--- src/rtl/nibble_serial_adder_ctrl.sv ---
// Multi-cycle add/subtract sequencer: time-shares one external 4-bit CLA adder,
// one nibble per clock (LSN first), carrying between nibbles in c_reg.
module nibble_serial_adder_ctrl #(
    parameter int unsigned NIBBLES = 4
) (
    input  logic                   clk,
    input  logic                   rst,
    input  logic                   start,
    input  logic                   sub,
    input  logic [4*NIBBLES-1:0]   op_a,
    input  logic [4*NIBBLES-1:0]   op_b,
    output logic                   busy,
    output logic                   done,
    output logic [4*NIBBLES-1:0]   result,
    output logic                   carry_out,
    output logic                   overflow,
    output logic [3:0]             add_in1,
    output logic [3:0]             add_in2,
    output logic                   add_cin,
    input  logic [3:0]             add_sum,
    input  logic                   add_cout
);

    localparam int unsigned W  = 4 * NIBBLES;
    localparam int unsigned KW = $clog2(NIBBLES + 1);

    typedef enum logic [1:0] {
        IDLE,
        RUN,
        DONE
    } state_t;

    state_t          state, state_nx;
    logic            accept;
    logic            last;
    logic [W-1:0]    a_reg;
    logic [W-1:0]    b_reg;
    logic            c_reg;
    logic [KW-1:0]   k;

    always_comb begin
        state_nx = state;
        accept   = 1'b0;
        last     = 1'b0;
        case (state)
            IDLE: begin
                if (start) begin
                    accept   = 1'b1;
                    state_nx = RUN;
                end
            end
            RUN: begin
                if (k == KW'(NIBBLES - 1)) begin
                    last     = 1'b1;
                    state_nx = DONE;
                end
            end
            DONE: begin
                if (start) begin
                    accept   = 1'b1;
                    state_nx = RUN;
                end else begin
                    state_nx = IDLE;
                end
            end
            default: state_nx = IDLE;
        endcase
    end

    // Adder ports are driven from registers only, so no input port reaches them.
    always_comb begin
        add_in1 = '0;
        add_in2 = '0;
        add_cin = 1'b0;
        if (state == RUN) begin
            add_cin = c_reg;
            for (int unsigned i = 0; i < NIBBLES; i++) begin
                if (k == KW'(i)) begin
                    add_in1 = a_reg[4*i +: 4];
                    add_in2 = b_reg[4*i +: 4];
                end
            end
        end
    end

    // The operation type lives entirely in the inverted b_reg and the initial
    // carry, so no separate subtract flag needs to be kept.
    always_ff @(posedge clk) begin
        if (rst) begin
            state     <= IDLE;
            a_reg     <= '0;
            b_reg     <= '0;
            c_reg     <= 1'b0;
            k         <= '0;
            result    <= '0;
            carry_out <= 1'b0;
            overflow  <= 1'b0;
        end else begin
            state <= state_nx;
            if (accept) begin
                a_reg <= op_a;
                b_reg <= sub ? ~op_b : op_b;
                c_reg <= sub;
                k     <= '0;
            end else if (state == RUN) begin
                for (int unsigned i = 0; i < NIBBLES; i++) begin
                    if (k == KW'(i)) begin
                        result[4*i +: 4] <= add_sum;
                    end
                end
                c_reg <= add_cout;
                k     <= k + 1'b1;
                if (last) begin
                    carry_out <= add_cout;
                    overflow  <= (a_reg[W-1] == b_reg[W-1]) && (add_sum[3] != a_reg[W-1]);
                end
            end
        end
    end

    assign busy = (state == RUN);
    assign done = (state == DONE);

endmodule

--- config.mk ---
export PLATFORM = sky130hd
export DESIGN_NAME = nibble_serial_adder_ctrl
export DESIGN_NICKNAME = d
export VERILOG_FILES = /design/src/rtl/nibble_serial_adder_ctrl.sv
export SDC_FILE = /design/constraint.sdc
export NUM_CORES = 1
export LEC_CHECK = 0
export CAP_MARGIN = 20
export CORE_MARGIN = 10
export CORE_UTILIZATION = 35
export DETAILED_ROUTE_END_ITERATION = 8
export DONT_BUFFER_PORTS = 1
export MAX_ROUTING_LAYER = met4
export PLACE_DENSITY = 0.49
export SLEW_MARGIN = 20
export SYNTH_ARGS = -nofsm -noshare
export SYNTH_HDL_FRONTEND = slang
export SYNTH_SLANG_ARGS = --single-unit
export TNS_END_PERCENT = 30
--- constraint.sdc ---
create_clock -name clk -period 1.8 [get_ports clk]
set_input_delay 0.18 -clock clk [delete_from_list [all_inputs] [get_ports clk]]
set_output_delay 0.18 -clock clk [all_outputs]
set_load 0.05 [all_outputs]
Word-level counts from Yosys, hierarchy flattened
Cells that the tools add are included.
{ "op_classes": {"add_sub_neg": 1, "eq_ne": 9, "mux": 22, "bitwise_logic": 2, "reduce_logical": 12} }
{ "ops": {"columns": ["operator", "n"], "rows": [
  ["two-way mux 4 bit", 10],
  ["two-way mux 16 bit", 1],
  ["inverter 16 bit", 1],
  ["AND reduction 3 bit", 5],
  ["two-way mux 1 bit", 8],
  ["== test 3 x 2 -> 1 bit, second input constant", 2],
  ["case mux 2 bit (3 select lines)", 1],
  ["two-way mux 2 bit", 2],
  ["OR reduction 2 bit", 2],
  ["adder 3 x 1 -> 3 bit, second input constant", 1],
  ["== test 3 x 1 -> 1 bit, second input constant", 1],
  ["logical NOT 3 bit", 1],
  ["== test 2 x 1 -> 1 bit, second input constant", 1],
  ["== test 2 bit, second input constant", 1],
  ["logical NOT 2 bit", 1],
  ["!= test 2 x 1 -> 1 bit, second input constant", 1],
  ["!= test 2 bit, second input constant", 1],
  ["AND reduction 2 bit", 1],
  ["nonzero test 2 bit", 1],
  ["== test 1 bit", 1],
  ["logical AND 1 bit", 1],
  ["!= test 1 bit", 1],
  ["inverter 1 bit", 1]
]} }
{ "word_totals": {"regBits": 56, "in_bits": 41, "out_inout_bits": 29, "word_cells": 57} }

Depth between registers and ports, before layout
Gate-level depths: netlist (run 1).
{ "logic_depth": {"depth_word": 6, "mapped_depth": 7, "depth_no_buf": 5} }

Least setup slack after synthesis (run 1)
No wires, ideal clock.
{ "synth_timing": {"kind": "register -> output", "start": "register k[0]", "end": "output port add_in1[0]", "t_arrival_ps": 1901, "required_time_ps": 1620, "setup_slack_ps": -281, "path_stages_with_launch": 6, "n_path_buf": 0, "path_cell_list": "dfxtp_1 > ha_1 > ha_1 > nor4b_4 > o21ai_1 > o21ai_1"} }
{ "synth_via": {"elab_chain_cells": 6, "elab_cells_between_ends": 9, "cone_classes": "eq/ne: 3; mux: 5; reduce/logical: 1"} }
{ "synth_rtl": {"columns": ["element", "line", "rtl"], "rows": [
  ["from (decl)", "39", "logic [KW-1:0] k;"],
  ["from (signal assigned)", "112", "k <= k + 1'b1;"],
  ["logical NOT 3 bit", "78", "if (k == KW'(i)) begin"],
  ["two-way mux 4 bit (3 in series)", "78", null],
  ["two-way mux 4 bit *", "78", null],
  ["two-way mux 4 bit *", "75", "if (state == RUN) begin"],
  ["to (decl)", "17", "output logic [3:0] add_in1,"]
]} }
Every way passes the cells marked *; elsewhere a longest branch is shown, timed or not.

Final worst setup path (run 1)
{ "layout_timing": {"start": "register k[1]", "end": "output port add_in1[3]"} }
Same word-level chain as after synthesis.

==> results of run 1 <==
## final cells by class
type                       count  area [µm²]
timing repair buffer          46       533.0
clock inverter                 1       30.03
fill                         677        3561
multi-input combinational    201        1381
tap                           96       120.1
inverter                       4       18.77
clock buffer                   7       96.34
sequential                    56        1129
## how the worst min path moves through the flow
| stage | cells after the start | endpoint | from |
|---|---|---|---|
| 2_1_floorplan | 2 | a_reg[0] | op_a[0] |
| 3_3_place_gp | 1 | c_reg | rst |
| 3_5_place_dp | 1 | c_reg | rst |
| 4_1_cts | 2 | a_reg[5] | op_a[5] |
| 5_1_grt | 2 | a_reg[1] | op_a[1] |
| 6_report | 2 | a_reg[5] | op_a[5] |
## power groups by stage
stage               registers, µW  clock network [µW]  logic, µW
floorplan                    1400                   0        305
global placement             1410                   0        380
detailed placement           1410                   0        385
CTS                          1380                 927        455
global route                 1400                 960        519
finish                       1380                 891        473
## worst reg2reg max path, cell delays in order (launching register included)
cell and delay [ns]:
dfxtp_4 0.38, buf_4 0.11, ha_2 0.21, buf_6 0.17
and4bb_1 0.40, mux2i_1 0.25, nor2_1 0.06
## stage by stage
step	power [µW]	hold slack (ns)	cell area (µm²)	utilization	TNS [ns]
after global routing	2874	0.005565	3308	0.4816	-2.380
after global placement	1788	0.2597	2861	0.4166	-0.6908
after CTS	2765	0.001518	3231	0.4703	-2.259
after floorplan	1702	0.3160	2534	-	-0.2392
after detailed placement	1794	0.2606	2861	0.4166	-1.107
final	2748	0.01033	3308	0.4816	-1.598
## cell usage in the layout (no fill, tap or decap), types with 2 or more instances in the layout
cell type / Yosys / final
ha_4: 0 / 3
a221oi_2: 0 / 6
inv_1: 4 / 3
a221oi_1: 8 / 2
xnor2_1: 17 / 17
mux2i_1: 14 / 14
buf_4: 6 / 19
dfxtp_4: 0 / 2
nand3b_1: 2 / 2
o21ai_2: 0 / 11
buf_6: 0 / 2
and4bb_1: 3 / 3
buf_12: 0 / 10
dfxtp_1: 56 / 54
nand2_1: 51 / 51
a211oi_1: 16 / 16
clkbuf_8: 0 / 7
o21ai_4: 0 / 2
a21oi_1: 22 / 22
nor3_1: 2 / 2
nor2_1: 33 / 33
nand2b_1: 2 / 2
dlygate4sd3_1: 0 / 14
o21ai_1: 16 / 3
nor2b_4: 0 / 2
## layer usage
layer  global-route usage  part of all wire  vias to the layer above
met5                    -                 0                        -
li1                     -                 -                     1024
met1               0.1514              0.48                      895
met4              0.02982            0.0054                        0
met3              0.04089             0.059                        2
met2               0.1853              0.46                       48
## logic make-up (layout without fill, tap and decap cells)
logic type	after synthesis	count (layout)	synth area share
compound gates	65	65	0.1674
xor+xnor	17	17	0.05983
fa+ha+maj	5	5	0.02514
buf+inv	29	58	0.05832
flops	56	56	0.4505
mux	14	14	0.05631
simple gates	100	100	0.1825
## repair_timing
| action | CTS | global route |
|---|---|---|
| hold buffers | 15 | 0 |
| resized for setup | 14 | 13 |
| buffers inserted | 2 | 2 |
| setup endpoints to repair | 9 | 9 |
| pin swaps | 5 | 6 |
| hold endpoints to repair | 56 | 0 |
==> impl_metrics.yaml, run 1 <==
outcome:
  status: "finished with violations"
  violations: "negative setup slack"
drt:
  firstDrtPassIters: 4
  vias_per_cell: 4.791
  wl_per_cell_um: 15.91
  ant_nets: 0
  drtIter0Drc: 44
  drc: 0
  routed_wl_um: 6541
  routed-via-count: 1969
critical_path:
  cp_cell_sequence: "ha_4 -> ha_4 -> nor4b_4 -> buf_6 -> o21ai_1 -> o21ai_2 -> buf_12"
  endpoint: "add_in1[3]"
  slowest_delay_ns: 0.38
  setup.worst_path.end_class: "output port"
  path_buf_inv: 2
  worstSetupPathDepth: 7
  slowest_stage: "dfxtp_4"
  worstPathRequired_ns: 1.62
  worst_r2r_path_depth: 6
  crit_path_start: "k[1]"
  crit_type: "reg -> out"
  setup.worst_path.start_class: "flip-flop"
  cp.arrival_ns: 1.84
  cp_max_fo: 8
  worstReg2RegStart: "k[0]"
  rr_endpoint: "result[4]"
  r2r_slack_ns: 0.12
  cpMostUsedCell: "ha_4"
  crit_family: "flip-flops"
clock_tree:
  numClockSinks: 56
  worstSkewPairLatency_ns: 0.30
  cts_tree: "built"
  clkTransAtPathRegs_ns: 0.10
  cts_max_level: 2
  cts.root.buffer_cell: "clkbuf_8"
  clockBufferDepth: 2
  numCtsBuffers: 5
yosys:
  synthMostInstantiatedCell: "dfxtp_1"
  yosysTopAreaCell: "dfxtp_1"
  ys_types: 25
  synth_warnings: 0
  ys_async_sr_fraction: 0
  synth_cells: 286
  synth_nets: 332
  netlist_area_um2: 2489
  syn_avg_cell_area_um2: 8.702
  yosysTopAreaCellShare: 0.4505
  synth_common_cells: "dfxtp_1 (56), nand2_1 (51), nor2_1 (33)"
  synth-seq-cells: 56
  synth_edf_count: 0
  synth_top_flop_cell: "dfxtp_1"
  synth_top_cells_by_area: "dfxtp_1 (45%), nand2_1 (7.7%), xnor2_1 (6.0%)"
  yosysSeqAreaShare: 0.4505
floorplan:
  rows: 30
  die_h_um: 104.3
  die-area_um2: 10880
  core_area_um2: 6869
  die_x_um: 104.3
  io_pins: 70
  start_util: 0.3623
global_routing:
  grt_overflow: 0
  grt_pass1_wl_um: 10750
  grt_max_degree: 57
  antenna_found_initial: 0
  grt_pass1_vias: 2065
  grt_usage: 0.1219
flow_run:
  drv_cap: 0
sta:
  slew_viol_final: 0
  fmax_mhz: 495.2
  worst_pin_slew_ns: 0.5357
  hold_viol_final: 0
  slew_headroom: 0.6424
  finalSetupViolCount: 8
  setup_ws_ns: -0.2193
  period_minus_slack_ns: 2.019
  rsz0062_at_grt: "true"
  period_share: 1.122
  clock_skew_ns: 0.002577
placement:
  placed_cells_incl_taps: 384
  place.gp.congestion: 0.7467
  post-place-ws_ns: -0.1768
  dpl.hpwl_um: 4584
  port-buffer-count: 0
power:
  internal_power_uw: 2028
  p_seq_frac: 0.504
  leakage_uw: 0.001187
  ir_drop_v: 0.0005991
  p_sw_uw: 720.5
  power_frac_clock: 0.324
  powerDensity_nw_per_um2: 830.7
  switching_share: 0.2622
  pwr-share-comb: 0.172
finish:
  antennaDiodeCount: 0
  areaGrowthSynthToFinish_pct: 32.93
  drive_above_1_share: 0.2286
  final_cells: 411
  final_nets: 360
worst_hold_path:
  min_path_type: "in -> reg"
Power figures use the tool's default switching activity.
==> run 2: changes to the inputs <==
--- a/config.mk
+++ b/config.mk
@@ -8,10 +8,12 @@
 export CAP_MARGIN = 20
 export CORE_MARGIN = 10
 export CORE_UTILIZATION = 35
+export CTS_BUF_LIST = sky130_fd_sc_hd__clkbuf_16
 export DETAILED_ROUTE_END_ITERATION = 8
 export DONT_BUFFER_PORTS = 1
 export MAX_ROUTING_LAYER = met4
 export PLACE_DENSITY = 0.49
+export SETUP_SLACK_MARGIN = 0.05
 export SLEW_MARGIN = 20
 export SYNTH_ARGS = -nofsm -noshare
 export SYNTH_HDL_FRONTEND = slang
==> run 2 against run 1 <==
Compared with the run above:
- the flow still finishes with violations (negative setup slack)
- clock-buffer cell count is 2 lower
- fmax fell by 0.38%
- setup slack worse by 0.0077 ns
- global-route usage down 0.33 points
- via count down 0.10%
- sequential cell count unchanged
- wire length about the same
- first-iteration DRC count increased by 55%
- cell area rose by 1.5%
- hold slack better by 0.013 ns
==> impl_metrics.yaml, run 2 (synthesis gave the netlist of run 1 again) <==
power:
  ir_drop_v: 0.0004456
  powerDensity_nw_per_um2: 884.8
  leakage_uw: 0.001194
  p_total_uw: 2970
critical_path:
  cp_max_fo: 8
  path_buf_inv: 2
  slowest_delay_ns: 0.37
  crit_path_start: "k[0]"
  worstPathRequired_ns: 1.62
  crit_type: "reg -> out"
  endpoint: "add_in2[0]"
  worstReg2RegStart: "k[0]"
  worst_r2r_path_depth: 6
  rr_endpoint: "result[6]"
  setup.worst_path.end_class: "output port"
  cp.arrival_ns: 1.85
  crit_family: "flip-flops"
  setup.worst_path.start_class: "flip-flop"
  r2r_slack_ns: 0.16
  worstSetupPathDepth: 7
  cp_cell_sequence: "ha_4 -> ha_4 -> nor4b_4 -> buf_6 -> o21ai_4 -> o21ai_4 -> buf_12"
  slowest_stage: "dfxtp_4"
clock_tree:
  cts_tree: "built"
  clkTransAtPathRegs_ns: 0.07
  cts_max_level: 2
  numCtsBuffers: 5
  clockBufferDepth: 2
  numClockSinks: 56
  cts.root.buffer_cell: "clkbuf_16"
  worstSkewPairLatency_ns: 0.28
floorplan:
  rows: 30
  io_pins: 70
  start_util: 0.3623
  core_area_um2: 6869
  die_h_um: 104.3
  die_x_um: 104.3
  die-area_um2: 10880
sta:
  finalSetupViolCount: 8
  rsz0062_at_grt: "true"
  holdWs_ns: 0.02291
  clock_skew_ns: 0.003632
  slew_headroom: 0.6438
  setup_ws_ns: -0.2270
  worst_pin_slew_ns: 0.5336
  fmax_mhz: 493.3
  hold_viol_final: 0
  slew_viol_final: 0
  period_share: 1.126
  period_minus_slack_ns: 2.027
drt:
  routed_wl_um: 6535
  drc: 0
  wl_per_cell_um: 16.26
  drtIter0Drc: 68
  vias_per_cell: 4.893
  routed-via-count: 1967
  firstDrtPassIters: 4
  ant_nets: 0
finish:
  post-route-util: 0.4887
  antennaDiodeCount: 0
  areaGrowthSynthToFinish_pct: 34.89
  layout_common_cells: "dfxtp_1 (54), nand2_1 (47), nor2_1 (33)"
  drive_above_1_share: 0.2810
  fin_area_um2: 3357
  final_common_cell: "dfxtp_1"
  final_nets: 351
outcome:
  violations: "negative setup slack"
  status: "finished with violations"
placement:
  placed_area_um2: 2937
  port-buffer-count: 0
  dpl.hpwl_um: 4600
  place.gp.congestion: 0.7203
global_routing:
  grt_overflow: 0
  grt_pass1_vias: 1994
  grt_pass1_wl_um: 10460
  grt_usage: 0.1186
  antenna_found_initial: 0
  grt_max_degree: 57
worst_hold_path:
  hold_depth: 2
  min_path_type: "in -> reg"
flow_run:
  drv_cap: 0
-- run 2: cell count changes in the layout (fill, tap and decap cells not counted), moves of 5 or more --
cell	delta
clkbuf_16	+5
o21ai_4	+9
clkbuf_8	-7
o21ai_2	-6
dlygate4sd3_1	-14
-- run 2: area by class of cell --
cell class              count  area (µm²)
fillers                   662        3512
multi-input cells         201        1481
flip-flops and latches     56        1129
repair buffers             37       444.2
clock buffers               5       125.1
well taps                  96       120.1
clock inverters             3       38.79
inverters                   4       18.77
-- run 2: worst min path at each step --
stage | slack, ns | from | end
after detailed placement | 0.26 | rst | c_reg
after CTS | 0.02 | add_sum[0] | result[12]
final | 0.02 | op_a[3] | a_reg[3]
after global routing | 0.03 | op_a[3] | a_reg[3]
after global placement | 0.26 | rst | c_reg
after floorplan | 0.32 | op_a[0] | a_reg[0]
-- run 2: report_power, final --
group | switching [µW] | internal, µW | total, µW
clock | 424 | 650 | 1070
sequential | 77.7 | 1310 | 1390
combinational | 268 | 244 | 512
-- run 2: repair_timing --
| item | in CTS | in global routing |
|---|---|---|
| hold buffers | 1 | 0 |
| hold endpoints to repair | 56 | 0 |
| gates cloned | 0 | 1 |
| pin swaps | 11 | 4 |
| endpoints found under the setup margin | 8 | 13 |
| gates resized for setup | 26 | 15 |
| setup buffers | 4 | 0 |
-- run 2: metal layers --
layer,GRT usage,vias to the layer above,routed length [µm]
li1,-,1009,-
met1,0.1427,902,2971
met2,0.1871,54,3100
met3,0.04151,2,437
met4,0.02386,0,25
met5,-,-,0
-- run 2: per-stage QoR --
| stage | std cells | worst slack, ns | TNS, ns |
|---|---|---|---|
| 2_1_floorplan | 286 | 0.01736 | 0 |
| 3_3_place_gp | 388 | -0.1697 | -1.122 |
| 3_5_place_dp | 388 | -0.2144 | -1.416 |
| 4_1_cts | 401 | -0.2804 | -2.186 |
| 5_1_grt | 402 | -0.2886 | -2.105 |
| 6_report | 402 | -0.2270 | -1.697 |
==> run 3: changes to the inputs <==
--- a/config.mk
+++ b/config.mk
@@ -13,6 +13,7 @@
 export DONT_BUFFER_PORTS = 1
 export MAX_ROUTING_LAYER = met4
 export PLACE_DENSITY = 0.49
+export REMOVE_ABC_BUFFERS = 1
 export SETUP_SLACK_MARGIN = 0.05
 export SLEW_MARGIN = 20
 export SYNTH_ARGS = -nofsm -noshare
==> run 3 against run 2 <==
Compared with the run above:
- the run still ends with negative setup slack left
- register-to-register slack better by 0.02 ns
- clock power is 15% lower
- cell area is 11% lower
- clock skew is 0.0018 ns higher
- fmax is 1.8% higher
- largest cell class unchanged
==> impl_metrics.yaml, run 3 (synthesis gave the netlist of run 1 again) <==
finish:
  antennaDiodeCount: 0
  areaGrowthSynthToFinish_pct: 19.51
  drive_above_1_share: 0.1678
  layout_common_cells: "dfxtp_1 (53), nand2_1 (51), nor2_1 (33)"
  final_nets: 343
  final_common_cell: "dfxtp_1"
  nFillCells: 703
drt:
  wl_per_cell_um: 16.08
  routed-via-count: 1922
  ant_nets: 0
  drtIter0Drc: 72
  firstDrtPassIters: 4
  vias_per_cell: 4.878
  routed_wl_um: 6334
  drc: 0
sta:
  rsz0062_at_grt: "true"
  worst_pin_slew_ns: 0.5523
  finalSetupViolCount: 8
  slew_headroom: 0.6313
  period_share: 1.106
  fmax_mhz: 502.4
  clock_skew_ns: 0.005414
  period_minus_slack_ns: 1.990
  setup_ws_ns: -0.1904
  holdWs_ns: 0.02286
  slew_viol_final: 0
  hold_viol_final: 0
  tns_ns: -1.338
clock_tree:
  numClockSinks: 56
  clkTransAtPathRegs_ns: 0.07
  clockBufferDepth: 2
  cts_max_level: 2
  worstSkewPairLatency_ns: 0.28
  cts.root.buffer_cell: "clkbuf_16"
  numCtsBuffers: 5
  cts_tree: "built"
floorplan:
  die_x_um: 104.3
  die_h_um: 104.3
  die-area_um2: 10880
  core_area_um2: 6869
  rows: 30
  io_pins: 70
  start_util: 0.3623
power:
  leakage_uw: 0.001070
  powerDensity_nw_per_um2: 902.8
  ir_drop_v: 0.0003826
critical_path:
  setup.worst_path.start_class: "flip-flop"
  worstPathRequired_ns: 1.62
  path_buf_inv: 2
  setup.worst_path.end_class: "output port"
  crit_family: "buffers and inverters"
  cp.arrival_ns: 1.81
  crit_type: "reg -> out"
  slowest_delay_ns: 0.34
  cp_cell_sequence: "ha_4 -> ha_4 -> nor4b_4 -> buf_4 -> o21ai_1 -> o21ai_1 -> buf_6"
  slowest_stage: "dfxtp_2"
  cp_max_fo: 5
placement:
  place.gp.congestion: 0.7577
  port-buffer-count: 0
  dpl.hpwl_um: 4473
  post-place-ws_ns: -0.1669
outcome:
  status: "finished with violations"
  violations: "negative setup slack"
global_routing:
  grt_pass1_vias: 1875
  grt_pass1_wl_um: 9908
  gr-usage-met3: 0.04895
  busiest_layer: "met2"
  met2_usage: 0.1679
  antenna_found_initial: 0
  grt_overflow: 0
  grt_use_met1: 0.1449
  grt_usage: 0.1157
  grt_max_degree: 57
worst_hold_path:
  min_path_type: "in -> reg"
flow_run:
  drv_cap: 0
run 3: changes by cell type in the layout (fill, tap and decap cells not counted), moves of 2 or more:
cell      change
buf_4         -3
dfxtp_2       +3
nand2_2       -4
buf_12        -9
o21ai_1      +16
o21ai_4      -11
a221oi_1      +6
a221oi_2      -5
buf_6         +5
o21ai_2       -5
nand2_1       +4
dfxtp_4       -2
run 3: timing repair:
action | 4_1_cts | 5_1_grt
gates resized for setup | 16 | 7
endpoints found under the setup margin | 9 | 12
setup buffers | 1 | 0
hold endpoints to repair | 56 | 0
pin swaps | 2 | 2
gates cloned | 0 | 0
hold buffers | 1 | 0
run 3: worst register-to-register path, cell delays in order, from the launching register on:
cell and delay (ns):
dfxtp_2 0.37, buf_4 0.12, ha_1 0.20, buf_4 0.21, and4bb_2 0.36, mux2i_1 0.21, nor2_1 0.05
run 3: final cells by class:
class | count | area [µm²] | share of cell area
multi-input cells | 201 | 1285 | 0.4321
repair buffers | 29 | 292.8 | 0.09844
clock buffers | 5 | 125.1 | 0.04207
well taps | 96 | 120.1 | 0.04039
flip-flops and latches | 56 | 1125 | 0.3782
inverters | 4 | 15.01 | 0.005048
clock inverters | 3 | 11.26 | 0.003786
run 3: metal layers:
layer / vias up / part of all wire
li1: 996 / -
met1: 873 / 0.47
met2: 51 / 0.44
met3: 2 / 0.083
met4: 0 / 0.0041
met5: - / 0
run 3: power by group:
group	internal, µW	total [µW]	switching [µW]
Clock	502	911	409
Combinational	176	391	215
Sequential	1310	1380	73.5
Total	1990	2680	697
run 3: path summary, 6_finish.rpt:
path / from / end / slack (ns) / cells past startpoint
setup / recovery: k[0] / add_in2[3] / -0.19 / 7
setup reg to reg: k[0] / result[6] / 0.18 / 6
hold / removal: op_a[14] / a_reg[14] / 0.02 / 2
hold reg to reg: a_reg[8] / a_reg[8] / 0.45 / 2
run 3: metrics by stage:
| step | cell area, µm² | cells | total power, µW | utilization |
|---|---|---|---|---|
| finish | 2974 | 394 | 2685 | 0.4330 |
| global route | 2974 | 394 | 2815 | 0.4330 |
| CTS | 2949 | 394 | 2713 | 0.4293 |
| detailed placement | 2716 | 384 | 1759 | 0.3954 |
| global placement | 2716 | 384 | 1753 | 0.3954 |
| floorplan | 2359 | 261 | 1647 | - |
